<file path="config.mk">
export PLATFORM = sky130hd
export DESIGN_NAME = cl_pattern_gen
export DESIGN_NICKNAME = d
export VERILOG_FILES = /design/src/rtl/cl_pkg.sv /design/src/rtl/cl_pattern_pix.sv /design/src/rtl/cl_pattern_gen.sv
export SDC_FILE = /design/constraint.sdc
export NUM_CORES = 1
export LEC_CHECK = 0
export ABC_CLOCK_PERIOD_IN_PS = 3800
export CAP_MARGIN = 20
export CORE_MARGIN = 3
export CORE_UTILIZATION = 45
export CTS_CLUSTER_SIZE = 30
export DETAILED_ROUTE_END_ITERATION = 10
export GPL_ROUTABILITY_DRIVEN = 0
export HOLD_SLACK_MARGIN = 0.08
export PLACE_DENSITY = 0.66
export SKIP_LAST_GASP = 1
export SYNTH_ARGS = -nofsm -noshare
export SYNTH_HDL_FRONTEND = slang
export SYNTH_SLANG_ARGS = --single-unit
</file>
<file path="constraint.sdc">
create_clock -name CCLK -period 3.8 [get_ports CCLK]
set_input_delay 1.14 -clock CCLK [delete_from_list [all_inputs] [get_ports CCLK]]
set_output_delay 1.14 -clock CCLK [all_outputs]
set_load 0.03 [all_outputs]
</file>
<file path="src/rtl/cl_pkg.sv">
// Shared definitions for the Camera Link test-pattern source: pattern
// selector encodings, frame-sequencer states and the spot size.
package cl_pkg;

  localparam int SPOT_SIZE = 8;

  typedef enum logic [1:0] {
    PAT_HRAMP = 2'd0,
    PAT_VRAMP = 2'd1,
    PAT_CHECK = 2'd2,
    PAT_SPOT  = 2'd3
  } pattern_e;

  typedef enum logic [2:0] {
    ST_IDLE  = 3'd0,
    ST_SETUP = 3'd1,
    ST_LINE  = 3'd2,
    ST_LGAP  = 3'd3,
    ST_HOLD  = 3'd4,
    ST_FGAP  = 3'd5
  } state_e;

  // FVAL is high from frame setup through the hold after the last line.
  function automatic logic in_frame(state_e st);
    logic res;
    case (st)
      ST_SETUP: res = 1'b1;
      ST_LINE:  res = 1'b1;
      ST_LGAP:  res = 1'b1;
      ST_HOLD:  res = 1'b1;
      default:  res = 1'b0;
    endcase
    return res;
  endfunction

endpackage

</file>
<file path="src/rtl/cl_pattern_pix.sv">
// Combinational pixel generator: one pixel value from the selected test
// pattern, the pixel column, the line number and the spot position.
module cl_pattern_pix
  import cl_pkg::*;
#(
  parameter int PIXEL_WIDTH = 8,
  parameter int CNT_WIDTH   = 12
) (
  input  logic [1:0]             i_pattern,
  input  logic [CNT_WIDTH-1:0]   i_col,
  input  logic [CNT_WIDTH-1:0]   i_line,
  input  logic [CNT_WIDTH-1:0]   i_spot_x,
  input  logic [CNT_WIDTH-1:0]   i_spot_y,
  output logic [PIXEL_WIDTH-1:0] o_pixel
);

  localparam logic [PIXEL_WIDTH-1:0] PIX_ON  = {PIXEL_WIDTH{1'b1}};
  localparam logic [PIXEL_WIDTH-1:0] PIX_OFF = {PIXEL_WIDTH{1'b0}};
  localparam logic [PIXEL_WIDTH-1:0] PIX_BG  = PIXEL_WIDTH'(8'h10);
  localparam logic [CNT_WIDTH:0]     SPOT_W  = (CNT_WIDTH+1)'(SPOT_SIZE);

  // One extra bit keeps spot_x+8 from wrapping, so an edge spot is clipped.
  logic [CNT_WIDTH:0] w_col_ext;
  logic [CNT_WIDTH:0] w_line_ext;
  logic [CNT_WIDTH:0] w_x_lo;
  logic [CNT_WIDTH:0] w_x_hi;
  logic [CNT_WIDTH:0] w_y_lo;
  logic [CNT_WIDTH:0] w_y_hi;
  logic               w_in_spot;

  assign w_col_ext  = {1'b0, i_col};
  assign w_line_ext = {1'b0, i_line};
  assign w_x_lo     = {1'b0, i_spot_x};
  assign w_y_lo     = {1'b0, i_spot_y};
  assign w_x_hi     = w_x_lo + SPOT_W;
  assign w_y_hi     = w_y_lo + SPOT_W;
  assign w_in_spot  = (w_col_ext >= w_x_lo) && (w_col_ext < w_x_hi) &&
                      (w_line_ext >= w_y_lo) && (w_line_ext < w_y_hi);

  // Select the pixel value for the active pattern.
  always_comb begin
    o_pixel = PIX_OFF;
    case (pattern_e'(i_pattern))
      PAT_HRAMP: o_pixel = PIXEL_WIDTH'(i_col[7:0]);
      PAT_VRAMP: o_pixel = PIXEL_WIDTH'(i_line[7:0]);
      PAT_CHECK: begin
        if (i_col[4] ^ i_line[4]) begin
          o_pixel = PIX_ON;
        end else begin
          o_pixel = PIX_OFF;
        end
      end
      PAT_SPOT: begin
        if (w_in_spot) begin
          o_pixel = PIX_ON;
        end else begin
          o_pixel = PIX_BG;
        end
      end
      default: o_pixel = PIX_OFF;
    endcase
  end

endmodule

</file>
<file path="src/rtl/cl_pattern_gen.sv">
// Camera Link base-configuration source standing in for the eye camera:
// FVAL/LVAL/DVAL framing plus two pixels per clock from test patterns.
module cl_pattern_gen
  import cl_pkg::*;
#(
  parameter int PIXEL_WIDTH = 8,
  parameter int H_ACTIVE    = 640,
  parameter int V_ACTIVE    = 480,
  parameter int FV_SETUP    = 4,
  parameter int LINE_GAP    = 16,
  parameter int FV_HOLD     = 4,
  parameter int FRAME_GAP   = 64,
  parameter int CNT_WIDTH   = 12
) (
  input  logic                   CCLK,
  input  logic                   RST_N,
  input  logic                   iENABLE,
  input  logic [1:0]             iPATTERN,
  input  logic [CNT_WIDTH-1:0]   iSPOT_X,
  input  logic [CNT_WIDTH-1:0]   iSPOT_Y,
  output logic                   oFVAL,
  output logic                   oLVAL,
  output logic                   oDVAL,
  output logic [PIXEL_WIDTH-1:0] oDATA_L,
  output logic [PIXEL_WIDTH-1:0] oDATA_R,
  output logic                   oBUSY,
  output logic                   oFRAME_DONE,
  output logic [15:0]            oFRAME_CNT
);

  localparam logic [CNT_WIDTH-1:0] CNT_ZERO   = {CNT_WIDTH{1'b0}};
  localparam logic [CNT_WIDTH-1:0] CNT_ONE    = CNT_WIDTH'(1);
  localparam logic [CNT_WIDTH-1:0] SETUP_LAST = CNT_WIDTH'(FV_SETUP - 1);
  localparam logic [CNT_WIDTH-1:0] PAIR_LAST  = CNT_WIDTH'(H_ACTIVE / 2 - 1);
  localparam logic [CNT_WIDTH-1:0] LGAP_LAST  = CNT_WIDTH'(LINE_GAP - 1);
  localparam logic [CNT_WIDTH-1:0] HOLD_LAST  = CNT_WIDTH'(FV_HOLD - 1);
  localparam logic [CNT_WIDTH-1:0] FGAP_LAST  = CNT_WIDTH'(FRAME_GAP - 1);
  localparam logic [CNT_WIDTH-1:0] LINE_LAST  = CNT_WIDTH'(V_ACTIVE - 1);

  state_e                 r_state;
  state_e                 w_state_nxt;
  logic [CNT_WIDTH-1:0]   r_cnt;
  logic [CNT_WIDTH-1:0]   w_cnt_nxt;
  logic [CNT_WIDTH-1:0]   r_line;
  logic [CNT_WIDTH-1:0]   w_line_nxt;
  logic                   w_latch;

  logic [1:0]             r_pat;
  logic [CNT_WIDTH-1:0]   r_spot_x;
  logic [CNT_WIDTH-1:0]   r_spot_y;

  logic                   r_fval;
  logic                   r_lval;
  logic                   r_busy;
  logic                   r_frame_done;
  logic [PIXEL_WIDTH-1:0] r_data_l;
  logic [PIXEL_WIDTH-1:0] r_data_r;
  logic [15:0]            r_frame_cnt;

  logic                   w_in_frame;
  logic                   w_in_line;
  logic                   w_frame_end;
  logic [CNT_WIDTH-1:0]   w_col_l;
  logic [CNT_WIDTH-1:0]   w_col_r;
  logic [PIXEL_WIDTH-1:0] w_pix_l;
  logic [PIXEL_WIDTH-1:0] w_pix_r;

  // Sequencer state register.
  always_ff @(posedge CCLK or negedge RST_N) begin
    if (!RST_N) begin
      r_state <= ST_IDLE;
    end else begin
      r_state <= w_state_nxt;
    end
  end

  // Next state, phase counter and line counter; every phase counts 0..len-1.
  always_comb begin
    w_state_nxt = r_state;
    w_cnt_nxt   = r_cnt;
    w_line_nxt  = r_line;
    w_latch     = 1'b0;
    case (r_state)
      ST_IDLE: begin
        if (iENABLE) begin
          w_state_nxt = ST_SETUP;
          w_cnt_nxt   = CNT_ZERO;
          w_line_nxt  = CNT_ZERO;
          w_latch     = 1'b1;
        end else begin
          w_state_nxt = ST_IDLE;
        end
      end
      ST_SETUP: begin
        if (r_cnt == SETUP_LAST) begin
          w_state_nxt = ST_LINE;
          w_cnt_nxt   = CNT_ZERO;
        end else begin
          w_cnt_nxt   = r_cnt + CNT_ONE;
        end
      end
      ST_LINE: begin
        if (r_cnt == PAIR_LAST) begin
          w_cnt_nxt = CNT_ZERO;
          if (r_line == LINE_LAST) begin
            w_state_nxt = ST_HOLD;
          end else begin
            w_state_nxt = ST_LGAP;
          end
        end else begin
          w_cnt_nxt = r_cnt + CNT_ONE;
        end
      end
      ST_LGAP: begin
        if (r_cnt == LGAP_LAST) begin
          w_state_nxt = ST_LINE;
          w_cnt_nxt   = CNT_ZERO;
          w_line_nxt  = r_line + CNT_ONE;
        end else begin
          w_cnt_nxt   = r_cnt + CNT_ONE;
        end
      end
      ST_HOLD: begin
        if (r_cnt == HOLD_LAST) begin
          w_state_nxt = ST_FGAP;
          w_cnt_nxt   = CNT_ZERO;
        end else begin
          w_cnt_nxt   = r_cnt + CNT_ONE;
        end
      end
      ST_FGAP: begin
        if (r_cnt == FGAP_LAST) begin
          w_cnt_nxt = CNT_ZERO;
          if (iENABLE) begin
            w_state_nxt = ST_SETUP;
            w_line_nxt  = CNT_ZERO;
            w_latch     = 1'b1;
          end else begin
            w_state_nxt = ST_IDLE;
          end
        end else begin
          w_cnt_nxt = r_cnt + CNT_ONE;
        end
      end
      default: begin
        w_state_nxt = ST_IDLE;
        w_cnt_nxt   = CNT_ZERO;
        w_line_nxt  = CNT_ZERO;
      end
    endcase
  end

  // Phase and line counters.
  always_ff @(posedge CCLK or negedge RST_N) begin
    if (!RST_N) begin
      r_cnt  <= CNT_ZERO;
      r_line <= CNT_ZERO;
    end else begin
      r_cnt  <= w_cnt_nxt;
      r_line <= w_line_nxt;
    end
  end

  // Pattern and spot are captured at frame start so mid-frame changes wait.
  always_ff @(posedge CCLK or negedge RST_N) begin
    if (!RST_N) begin
      r_pat    <= 2'd0;
      r_spot_x <= CNT_ZERO;
      r_spot_y <= CNT_ZERO;
    end else if (w_latch) begin
      r_pat    <= iPATTERN;
      r_spot_x <= iSPOT_X;
      r_spot_y <= iSPOT_Y;
    end else begin
      r_pat    <= r_pat;
      r_spot_x <= r_spot_x;
      r_spot_y <= r_spot_y;
    end
  end

  assign w_in_frame  = in_frame(r_state);
  assign w_in_line   = (r_state == ST_LINE);
  assign w_frame_end = (r_state == ST_FGAP) && (r_cnt == CNT_ZERO);
  // In LINE the phase counter is the column-pair index k.
  assign w_col_l     = {r_cnt[CNT_WIDTH-2:0], 1'b0};
  assign w_col_r     = {r_cnt[CNT_WIDTH-2:0], 1'b1};

  cl_pattern_pix #(
    .PIXEL_WIDTH (PIXEL_WIDTH),
    .CNT_WIDTH   (CNT_WIDTH)
  ) u_pix_l (
    .i_pattern (r_pat),
    .i_col     (w_col_l),
    .i_line    (r_line),
    .i_spot_x  (r_spot_x),
    .i_spot_y  (r_spot_y),
    .o_pixel   (w_pix_l)
  );

  cl_pattern_pix #(
    .PIXEL_WIDTH (PIXEL_WIDTH),
    .CNT_WIDTH   (CNT_WIDTH)
  ) u_pix_r (
    .i_pattern (r_pat),
    .i_col     (w_col_r),
    .i_line    (r_line),
    .i_spot_x  (r_spot_x),
    .i_spot_y  (r_spot_y),
    .o_pixel   (w_pix_r)
  );

  // Register framing, pixels and frame bookkeeping together so they stay aligned.
  always_ff @(posedge CCLK or negedge RST_N) begin
    if (!RST_N) begin
      r_fval       <= 1'b0;
      r_lval       <= 1'b0;
      r_busy       <= 1'b0;
      r_frame_done <= 1'b0;
      r_data_l     <= {PIXEL_WIDTH{1'b0}};
      r_data_r     <= {PIXEL_WIDTH{1'b0}};
      r_frame_cnt  <= 16'd0;
    end else begin
      r_fval       <= w_in_frame;
      r_lval       <= w_in_line;
      r_busy       <= (r_state != ST_IDLE);
      r_frame_done <= w_frame_end;
      if (w_in_line) begin
        r_data_l <= w_pix_l;
        r_data_r <= w_pix_r;
      end else begin
        r_data_l <= {PIXEL_WIDTH{1'b0}};
        r_data_r <= {PIXEL_WIDTH{1'b0}};
      end
      if (w_frame_end) begin
        r_frame_cnt <= r_frame_cnt + 16'd1;
      end else begin
        r_frame_cnt <= r_frame_cnt;
      end
    end
  end

  assign oFVAL       = r_fval;
  assign oLVAL       = r_lval;
  assign oDVAL       = r_lval;
  assign oDATA_L     = r_data_l;
  assign oDATA_R     = r_data_r;
  assign oBUSY       = r_busy;
  assign oFRAME_DONE = r_frame_done;
  assign oFRAME_CNT  = r_frame_cnt;

endmodule

</file>
==> impl_metrics.toml, run 1 <==
[placement]
portBuffers = 65
dp_hpwl_mm = 9.163

[routing]
vias = 4370
wl_mm = 12.13
viasPerCell = 5.646
dr.pass1.iters = 5
drtIter0Drc = 282
routedWlPerCell_um = 15.67
drc = 0
detail-route-antenna-nets = 0

[yosys]
syn_area_per_cell_um2 = 9.639
synth_compound_area_frac = 0.1639
ys.flop_type = "dfrtp_1"
ys_seq_area_frac = 0.4051
synth_edf_count = 0
synthMuxAreaShare = 0.05869
ys_ff_latch = 88
syn-cell-area_um2 = 5436
synthAdderAreaFrac = 0.1105
synth_xor_area_frac = 0.05316
yosysUniqueCellTypes = 59
synth_cells = 564
synthSimpleGateAreaFrac = 0.1613
synth_top_family_by_area = "compound AO/OA/AOI/OAI gates"
synth_warnings = 0
synthArstFlopShare = 1.000
synthesis.nets = 641

[sta]
fin_crit_sh = 0.7822
slew_violations = 0
timing.hold.ws_ns = 0.4777
clock_skew_ns = 0.01112
period_minus_slack_ns = 2.972
fmax_mhz = 336.4
hold_viol_final = 0
rsz0062_at_grt = "no"
slew_headroom = 0.3677
worst_slew_pin_slew_ns = 0.9485
setup_viol = 0
tns_ns = 0

[run]
max-cap-violations = 0

[global_routing]
grtUsageTotal = 0.1907
grt_first_pass_wirelength_mm = 20.43
antenna_found_initial = 0
grt_pass1_vias = 4201
gr-total-overflow = 0
grt_start_max_net_pins = 40

[layout]
fin_nets = 703
final_util = 0.5597
drive_above_1_share = 0.09509
syn_to_final_growth_pct = 19.56
num_antenna_cells = 0

[critical_path]
required_ns = 4.03
critPathLaunchType = "flip-flop"
critPathKind = "flip-flop to flip-flop"
crit_arrival_ns = 3.21
reg2reg_slack_ns = 0.83
cp-end-kind = "flip-flop"
cp_max_fo = 17
crit-reg2reg-launch = "r_cnt[0]"
regToRegEndpoint = "r_spot_x[3]"
rr_worst_depth = 8

[hold_path]
hold_class = "flip-flop to flip-flop"
holdPathStages = 1
holdPathEnd = "oFRAME_CNT[15]"
hp-start = "oFRAME_CNT[15]"

[clock_tree]
cts_sinks = 88
cts_post_setup_buffers_inserted = 0
cts_tree = "yes"
clkSlewWorstSetupHoldPaths_ns = 0.07
ctsHoldBuffers = 0
clock_latency_ns = 0.36
cts_root_buf = "clkbuf_16"
h-tree-depth = 3
cts_max_path_buffers = 2
cts_resized = 0
cts_buffers = 9

[floorplanning]
initial_core_util = 0.4681
die_h_um = 115.9
num_io_pins = 66
coreArea_um2 = 11610
die_width_um = 115.9
die_area_um2 = 13440
rows = 39

[pwr]
internal_power_mw = 2.515
powerDensity_nw_per_um2 = 657.0
peakVddDrop_uv = 383.1
pwr-share-comb = 0.435
power_frac_seq = 0.351
p_sw_mw = 1.756
p_leak_nw = 2.932
p_sw_frac = 0.4111
clkPwrFrac = 0.214

[run_status]
status = "complete, no violations"
[cells by family after synthesis]
group	count (synthesis)
AOI/OAI and AO/OA	141
xor gates and xnor gates	33
adders and majority gates	48
buffers and inverters	60
DFF	88
muxes	28
and+or+nand+nor	166
[how the worst max path moves through the flow]
stage | cells after the start | slack (ns) | to | start
2_1_floorplan | 12 | 1.53 | oDATA_L[0] | r_spot_y[3]
3_3_place_gp | 6 | 0.75 | r_line[7] | iENABLE
3_5_place_dp | 6 | 0.66 | r_line[7] | iENABLE
4_1_cts | 8 | 0.81 | r_spot_x[3] | r_cnt[0]
5_1_grt | 8 | 0.62 | r_spot_x[3] | r_cnt[0]
6_report | 8 | 0.83 | r_spot_x[3] | r_cnt[0]
[worst max-delay path: stages (launching register included)]
cell and delay (ns):
dfrtp_1 0.46, ha_1 0.27, and3_1 0.25, nand3_1 0.18, nor4_4 0.07, and3_1 0.21, o21ai_2 0.72, buf_4 0.33
mux2_2 0.35
[through the flow]
step                      power, mW  cell area [um^2]  setup slack [ns]  std cells
after floorplan               2.836              5436             1.529        564
after global placement        3.302              6197            0.7467        758
after detailed placement      3.368              6197            0.6622        758
after CTS                     4.293              6500            0.8053        774
after global routing          4.617              6500            0.6247        774
final                         4.270              6500            0.8276        774
[cells in the final DEF (no fill, tap or decap), types with 3 or more instances in the layout]
cell / count
a21boi_0: 3
nand4_1: 8
and3_1: 15
xnor2_1: 22
clkbuf_16: 9
nor4_1: 4
a31oi_1: 5
a2111oi_0: 4
o21bai_1: 4
or3_1: 4
nand2b_1: 7
nor3_1: 12
o211ai_1: 5
a21oi_1: 46
o21ai_0: 35
nand3_1: 27
dfrtp_1: 88
nor2b_1: 4
o31ai_1: 11
ha_1: 48
inv_1: 41
clkdlybuf4s50_1: 64
xor2_1: 11
nor2_1: 39
mux2_2: 27
nand2_1: 31
a22oi_1: 4
buf_4: 6
a21o_1: 4
[state kept, by name (all words and copies together) (netlist names), 2 cells and up]
| register | cells |
|---|---|
| oDATA_L | 7 |
| oDATA_R | 8 |
| oFRAME_CNT | 16 |
| r_cnt | 12 |
| r_line | 12 |
| r_pat | 2 |
| r_spot_x | 12 |
| r_spot_y | 12 |
| r_state | 3 |
[cells in the mapped netlist, types with 5 or more instances]
cell type  number  area share
nand3_1        27       0.025
xnor2_1        22       0.035
mux2_2         27       0.056
a21oi_1        46       0.042
nand2_1        31       0.021
o21ai_0        35       0.032
nand4_1         8      0.0092
xor2_1         11       0.018
and3_1         15       0.017
nor2_1         39       0.027
nor3_1         12       0.011
o211ai_1        5      0.0069
ha_1           48        0.11
inv_1          41       0.028
nand2b_1        7      0.0081
a31oi_1         5      0.0058
o31ai_1        11       0.015
dfrtp_1        88        0.41
clkbuf_1       11      0.0076
[final cells by class]
class                      instances  area (um^2)
clock buffer                       9        225.2
clock inverter                     7        77.57
fill                            1034         5114
inverter                          41        153.9
multi-input combinational        416         2977
sequential                        88         2202
tap                              143        178.9
timing repair buffer              70        685.7
[power by group through the flow]
stage	Sequential (mW)	Clock, mW	Combinational [mW]
floorplan	1.51	0	1.33
global placement	1.50	0	1.80
detailed placement	1.52	0	1.85
CTS	1.50	0.933	1.86
global route	1.55	0.973	2.10
finish	1.50	0.913	1.86
[layer usage]
metal / routed length (um) / vias up / GRT usage
li1: - / 2155 / -
met1: 5732 / 2069 / 0.2623
met2: 5551 / 125 / 0.3038
met3: 658 / 21 / 0.04700
met4: 189 / 0 / 0.04795
met5: 0 / - / 0
Note: power is estimated with default switching activity, not from simulation.
==> run 2: changes to the inputs <==
- ABC_CLOCK_PERIOD_IN_PS: 3800 -> 3000
- clock period: 3.8 -> 3 ns (I/O delays scaled with it)
==> impl_metrics.toml, run 2 (synthesis gave the netlist of run 1 again) <==
[clock_tree]
cts_root_buf = "clkbuf_16"
clkSlewWorstSetupHoldPaths_ns = 0.06
ctsHoldBuffers = 0
cts_max_path_buffers = 2
cts_resized = 0
cts_tree = "yes"
cts_buffers = 9
cts_sinks = 88
h-tree-depth = 3
clock_latency_ns = 0.35

[sta]
period_minus_slack_ns = 2.610
fmax_mhz = 383.1
fin_crit_sh = 0.8701
clock_skew_ns = 0.007016
hold_viol_final = 0
setup_viol = 0
rsz0062_at_grt = "no"
slew_violations = 0
tns_ns = 0
worst_slew_pin_slew_ns = 0.7734
slew_headroom = 0.4844
timing.hold.ws_ns = 0.4752

[routing]
dr.pass1.iters = 4
wl_mm = 12.49
drc = 0
viasPerCell = 5.673
vias = 4436
detail-route-antenna-nets = 0
drtIter0Drc = 168
routedWlPerCell_um = 15.97

[hold_path]
hold_class = "flip-flop to flip-flop"
holdPathStages = 1

[layout]
num_antenna_cells = 0
mostFrequentLayoutCell = "dfrtp_1"
fin_nets = 712
drive_above_1_share = 0.1033
syn_to_final_growth_pct = 20.55
fill_cells = 1037
final_cell_mix = "dfrtp_1 (88), clkdlybuf4s50_1 (64), ha_1 (48)"
largest_reg_flops = 16

[placement]
portBuffers = 65
dp_hpwl_mm = 9.372

[critical_path]
cp-end-kind = "flip-flop"
critPathLaunchType = "flip-flop"
crit_arrival_ns = 2.87
cp_max_fo = 7
required_ns = 3.26
critPathKind = "flip-flop to flip-flop"
crit_end = "oDATA_L[1]"
reg2reg_slack_ns = 0.39
rr_worst_depth = 12
crit-reg2reg-launch = "r_spot_y[3]"
startpoint = "r_spot_y[3]"
regToRegEndpoint = "oDATA_L[1]"

[floorplanning]
coreArea_um2 = 11610
rows = 39
die_area_um2 = 13440
die_width_um = 115.9
die_h_um = 115.9
initial_core_util = 0.4681
num_io_pins = 66

[global_routing]
gr-total-overflow = 0
grtUsageTotal = 0.2000
grt_first_pass_wirelength_mm = 21.40
grt_pass1_vias = 4475
antenna_found_initial = 0
grt_start_max_net_pins = 62

[pwr]
powerDensity_nw_per_um2 = 837.4
p_leak_nw = 2.968
clkPwrFrac = 0.203
power_frac_seq = 0.344
internal_power_mw = 3.253
p_sw_frac = 0.4072
p_sw_mw = 2.234
pwr-share-comb = 0.453
peakVddDrop_uv = 484.1

[run_status]
status = "complete, no violations"

[run]
max-cap-violations = 0
## run 2: cell types whose count changed in the layout (fill, tap and decap cells not counted), sizes merged
cell / previous run / this run
clkbuf: 9 / 12
clkinv: 3 / 1
buf: 6 / 15
inv: 43 / 41
## run 2: power by group through the flow
stage	combinational (mW)	sequential, mW	clock, mW
after floorplan	1.68	1.91	0
after global placement	2.36	1.90	0
after detailed placement	2.46	1.91	0
after CTS	2.49	1.89	1.15
after global routing	2.79	1.95	1.20
final	2.48	1.89	1.11
## run 2: how the worst min path moves through the flow
| stage | from | to | slack [ns] |
|---|---|---|---|
| CTS | oFRAME_CNT[15] | oFRAME_CNT[15] | 0.48 |
| global route | oFRAME_CNT[15] | oFRAME_CNT[15] | 0.51 |
| floorplan | r_spot_x[2] | r_spot_x[2] | 0.48 |
| global placement | oFRAME_CNT[15] | oFRAME_CNT[15] | 0.46 |
| finish | oFRAME_CNT[15] | oFRAME_CNT[15] | 0.48 |
| detailed placement | oFRAME_CNT[15] | oFRAME_CNT[15] | 0.47 |
## run 2: timing repair
action	4_1_cts	5_1_grt
hold endpoints to repair	0	0
setup buffers	0	2
endpoints found under the setup margin	0	8
## run 2: metrics by stage
stage          utilization  cell area (um^2)  instances  worst slack (ns)  power (mW)
3_3_place_gp        0.5381              6250        765            0.3814       4.257
5_1_grt             0.5643              6554        782            0.1188       5.940
2_1_floorplan            -              5436        564            0.7292       3.592
3_5_place_dp        0.5381              6250        765            0.2632       4.369
4_1_cts             0.5630              6539        780            0.2257       5.526
6_report            0.5643              6554        782            0.3897       5.488
## run 2: final cells by class
| class | count | area, um^2 | share of cell area |
|---|---|---|---|
| flip-flops and latches | 88 | 2202 | 0.3360 |
| clock inverters | 3 | 42.54 | 0.006491 |
| clock buffers | 12 | 246.5 | 0.03761 |
| inverters | 41 | 153.9 | 0.02348 |
| repair buffers | 79 | 753.2 | 0.1149 |
| well taps | 143 | 178.9 | 0.02730 |
| multi-input cells | 416 | 2977 | 0.4542 |
## run 2: per-layer routing
metal  track usage  vias up  wire, um  share of wire
met5             0        -         0              0
met4       0.08121        0       269          0.022
met3       0.03029       18       574          0.046
met2        0.3222      103      5786           0.46
met1        0.2707     2144      5854           0.47
li1              -     2171         -              -
## run 2: worst max-delay path, cell delays in order, from the launching register on
cell and delay [ns]:
dfrtp_1 0.44, and3_1 0.18, nand3_1 0.13, nor3_1 0.24
xnor2_1 0.16, ha_1 0.27, a21o_1 0.16, a21oi_1 0.13
o21ai_0 0.08, o21ai_0 0.26, nand4_1 0.12, buf_4 0.18
a21oi_1 0.16
==> run 3: changes to the inputs <==
- ABC_CLOCK_PERIOD_IN_PS: 3000 -> 2800
- HOLD_SLACK_MARGIN: 0.08 -> not set
- clock period: 3 -> 2.8 ns (I/O delays scaled with it)
==> impl_metrics.toml, run 3 (synthesis gave the netlist of run 1 again) <==
[run_status]
status = "complete, no violations"

[hold_path]
hold_class = "primary input to async pin"

[layout]
drive_above_1_share = 0.1161
largest_reg_flops = 16
num_antenna_cells = 0
syn_to_final_growth_pct = 21.84
final_util = 0.5704
final_cell_mix = "dfrtp_1 (88), clkdlybuf4s50_1 (64), ha_1 (48)"
mostFrequentLayoutCell = "dfrtp_1"
fin_nets = 718

[critical_path]
crit-reg2reg-launch = "r_spot_y[3]"
cp-end-kind = "flip-flop"
required_ns = 3.08
critPathKind = "flip-flop to flip-flop"
cp_max_fo = 7
critPathLaunchType = "flip-flop"
rr_worst_depth = 13
crit_arrival_ns = 2.76
regToRegEndpoint = "oDATA_R[0]"
reg2reg_slack_ns = 0.31

[global_routing]
grtUsageTotal = 0.2016
antenna_found_initial = 0
grt-busiest-layer = "met2"
grtUsageMet2 = 0.3199
grt_first_pass_wirelength_mm = 21.44
grt_start_max_net_pins = 41
gr-total-overflow = 0
grt_util_met1 = 0.2720
met3_usage = 0.05065
grt_pass1_vias = 4295

[placement]
portBuffers = 65
dp_hpwl_mm = 9.854

[sta]
worst_slew_pin_slew_ns = 0.6234
clock_skew_ns = 0.01073
rsz0062_at_grt = "no"
slew_headroom = 0.5736
fin_crit_sh = 0.8879
hold_viol_final = 0
setup_viol = 0
slew_violations = 0
tns_ns = 0
period_minus_slack_ns = 2.486
timing.hold.ws_ns = 0.4713
fmax_mhz = 402.2

[floorplanning]
rows = 39
die_h_um = 115.9
initial_core_util = 0.4681
die_area_um2 = 13440
die_width_um = 115.9
coreArea_um2 = 11610
num_io_pins = 66

[clock_tree]
cts_max_path_buffers = 2
cts_tree = "yes"
cts_buffers = 9
clkSlewWorstSetupHoldPaths_ns = 0.07
cts_sinks = 88
ctsHoldBuffers = 0
clock_latency_ns = 0.36
h-tree-depth = 3
cts_root_buf = "clkbuf_16"

[routing]
routedWlPerCell_um = 16.13
detail-route-antenna-nets = 0
viasPerCell = 5.630
vias = 4442
drtIter0Drc = 291
drc = 0
dr.pass1.iters = 4
wl_mm = 12.73

[pwr]
powerDensity_nw_per_um2 = 887.0
peakVddDrop_uv = 579.5
p_leak_nw = 3.005

[run]
max-cap-violations = 0
run 3: changes by cell type in the layout (fill, tap and decap cells not counted), sizes merged:
cell      change
bufinv        -1
buf           +6
clkinvlp      +1
clkbuf        -1
inv           +1
clkinv        +1
run 3: how the worst max path moves through the flow:
stage	startpoint	slack [ns]	endpoint	depth (start not counted)
floorplan	r_spot_y[3]	0.53	oDATA_L[0]	12
global placement	iENABLE	0.23	r_line[7]	6
detailed placement	r_spot_y[3]	0.1	oDATA_R[0]	11
CTS	r_spot_y[3]	0.09	oDATA_R[0]	11
global route	r_spot_x[4]	0.02	oDATA_R[0]	12
finish	r_spot_y[3]	0.31	oDATA_R[0]	13
run 3: worst max-delay path: stages, from the launching register on:
cell      delay, ns
dfrtp_1        0.43
ha_1           0.25
and3_1         0.21
nand2_1        0.09
nor2_1         0.05
xnor2_1        0.13
ha_1           0.18
a21o_1         0.17
a21oi_1        0.16
o21ai_0        0.10
o21ai_1        0.18
nand4_1        0.11
buf_4          0.19
a21boi_0       0.16
run 3: metrics by stage:
stage	cells	worst slack [ns]	total power [mW]	instance area [um^2]
after floorplan	564	0.5292	3.849	5436
after global placement	771	0.2301	4.593	6320
after detailed placement	771	0.09861	4.741	6320
after CTS	787	0.08616	5.918	6604
after global routing	789	0.02123	6.368	6624
final	789	0.3139	5.876	6624
run 3: report_power, final:
group	switching [mW]	total, mW	internal, mW
registers	0.381	1.99	1.61
logic	1.53	2.73	1.20
clock network	0.522	1.15	0.632
run 3: area by class of cell:
type	instances	area, um^2
inverter	41	153.9
sequential	88	2202
clock buffer	11	242.7
tap	143	178.9
fill	998	4990
clock inverter	5	41.29
multi-input combinational	416	2982
timing repair buffer	85	823.3
run 3: metal layers:
| metal | up-vias | wire length (um) |
|---|---|---|
| li1 | 2183 | - |
| met1 | 2134 | 5974 |
| met2 | 107 | 5954 |
| met3 | 18 | 574 |
| met4 | 0 | 223 |
| met5 | - | 0 |
run 3: repair_timing:
action	4_1_cts	5_1_grt
buffers inserted	0	2
setup endpoints to repair	0	14
resized for setup	0	2
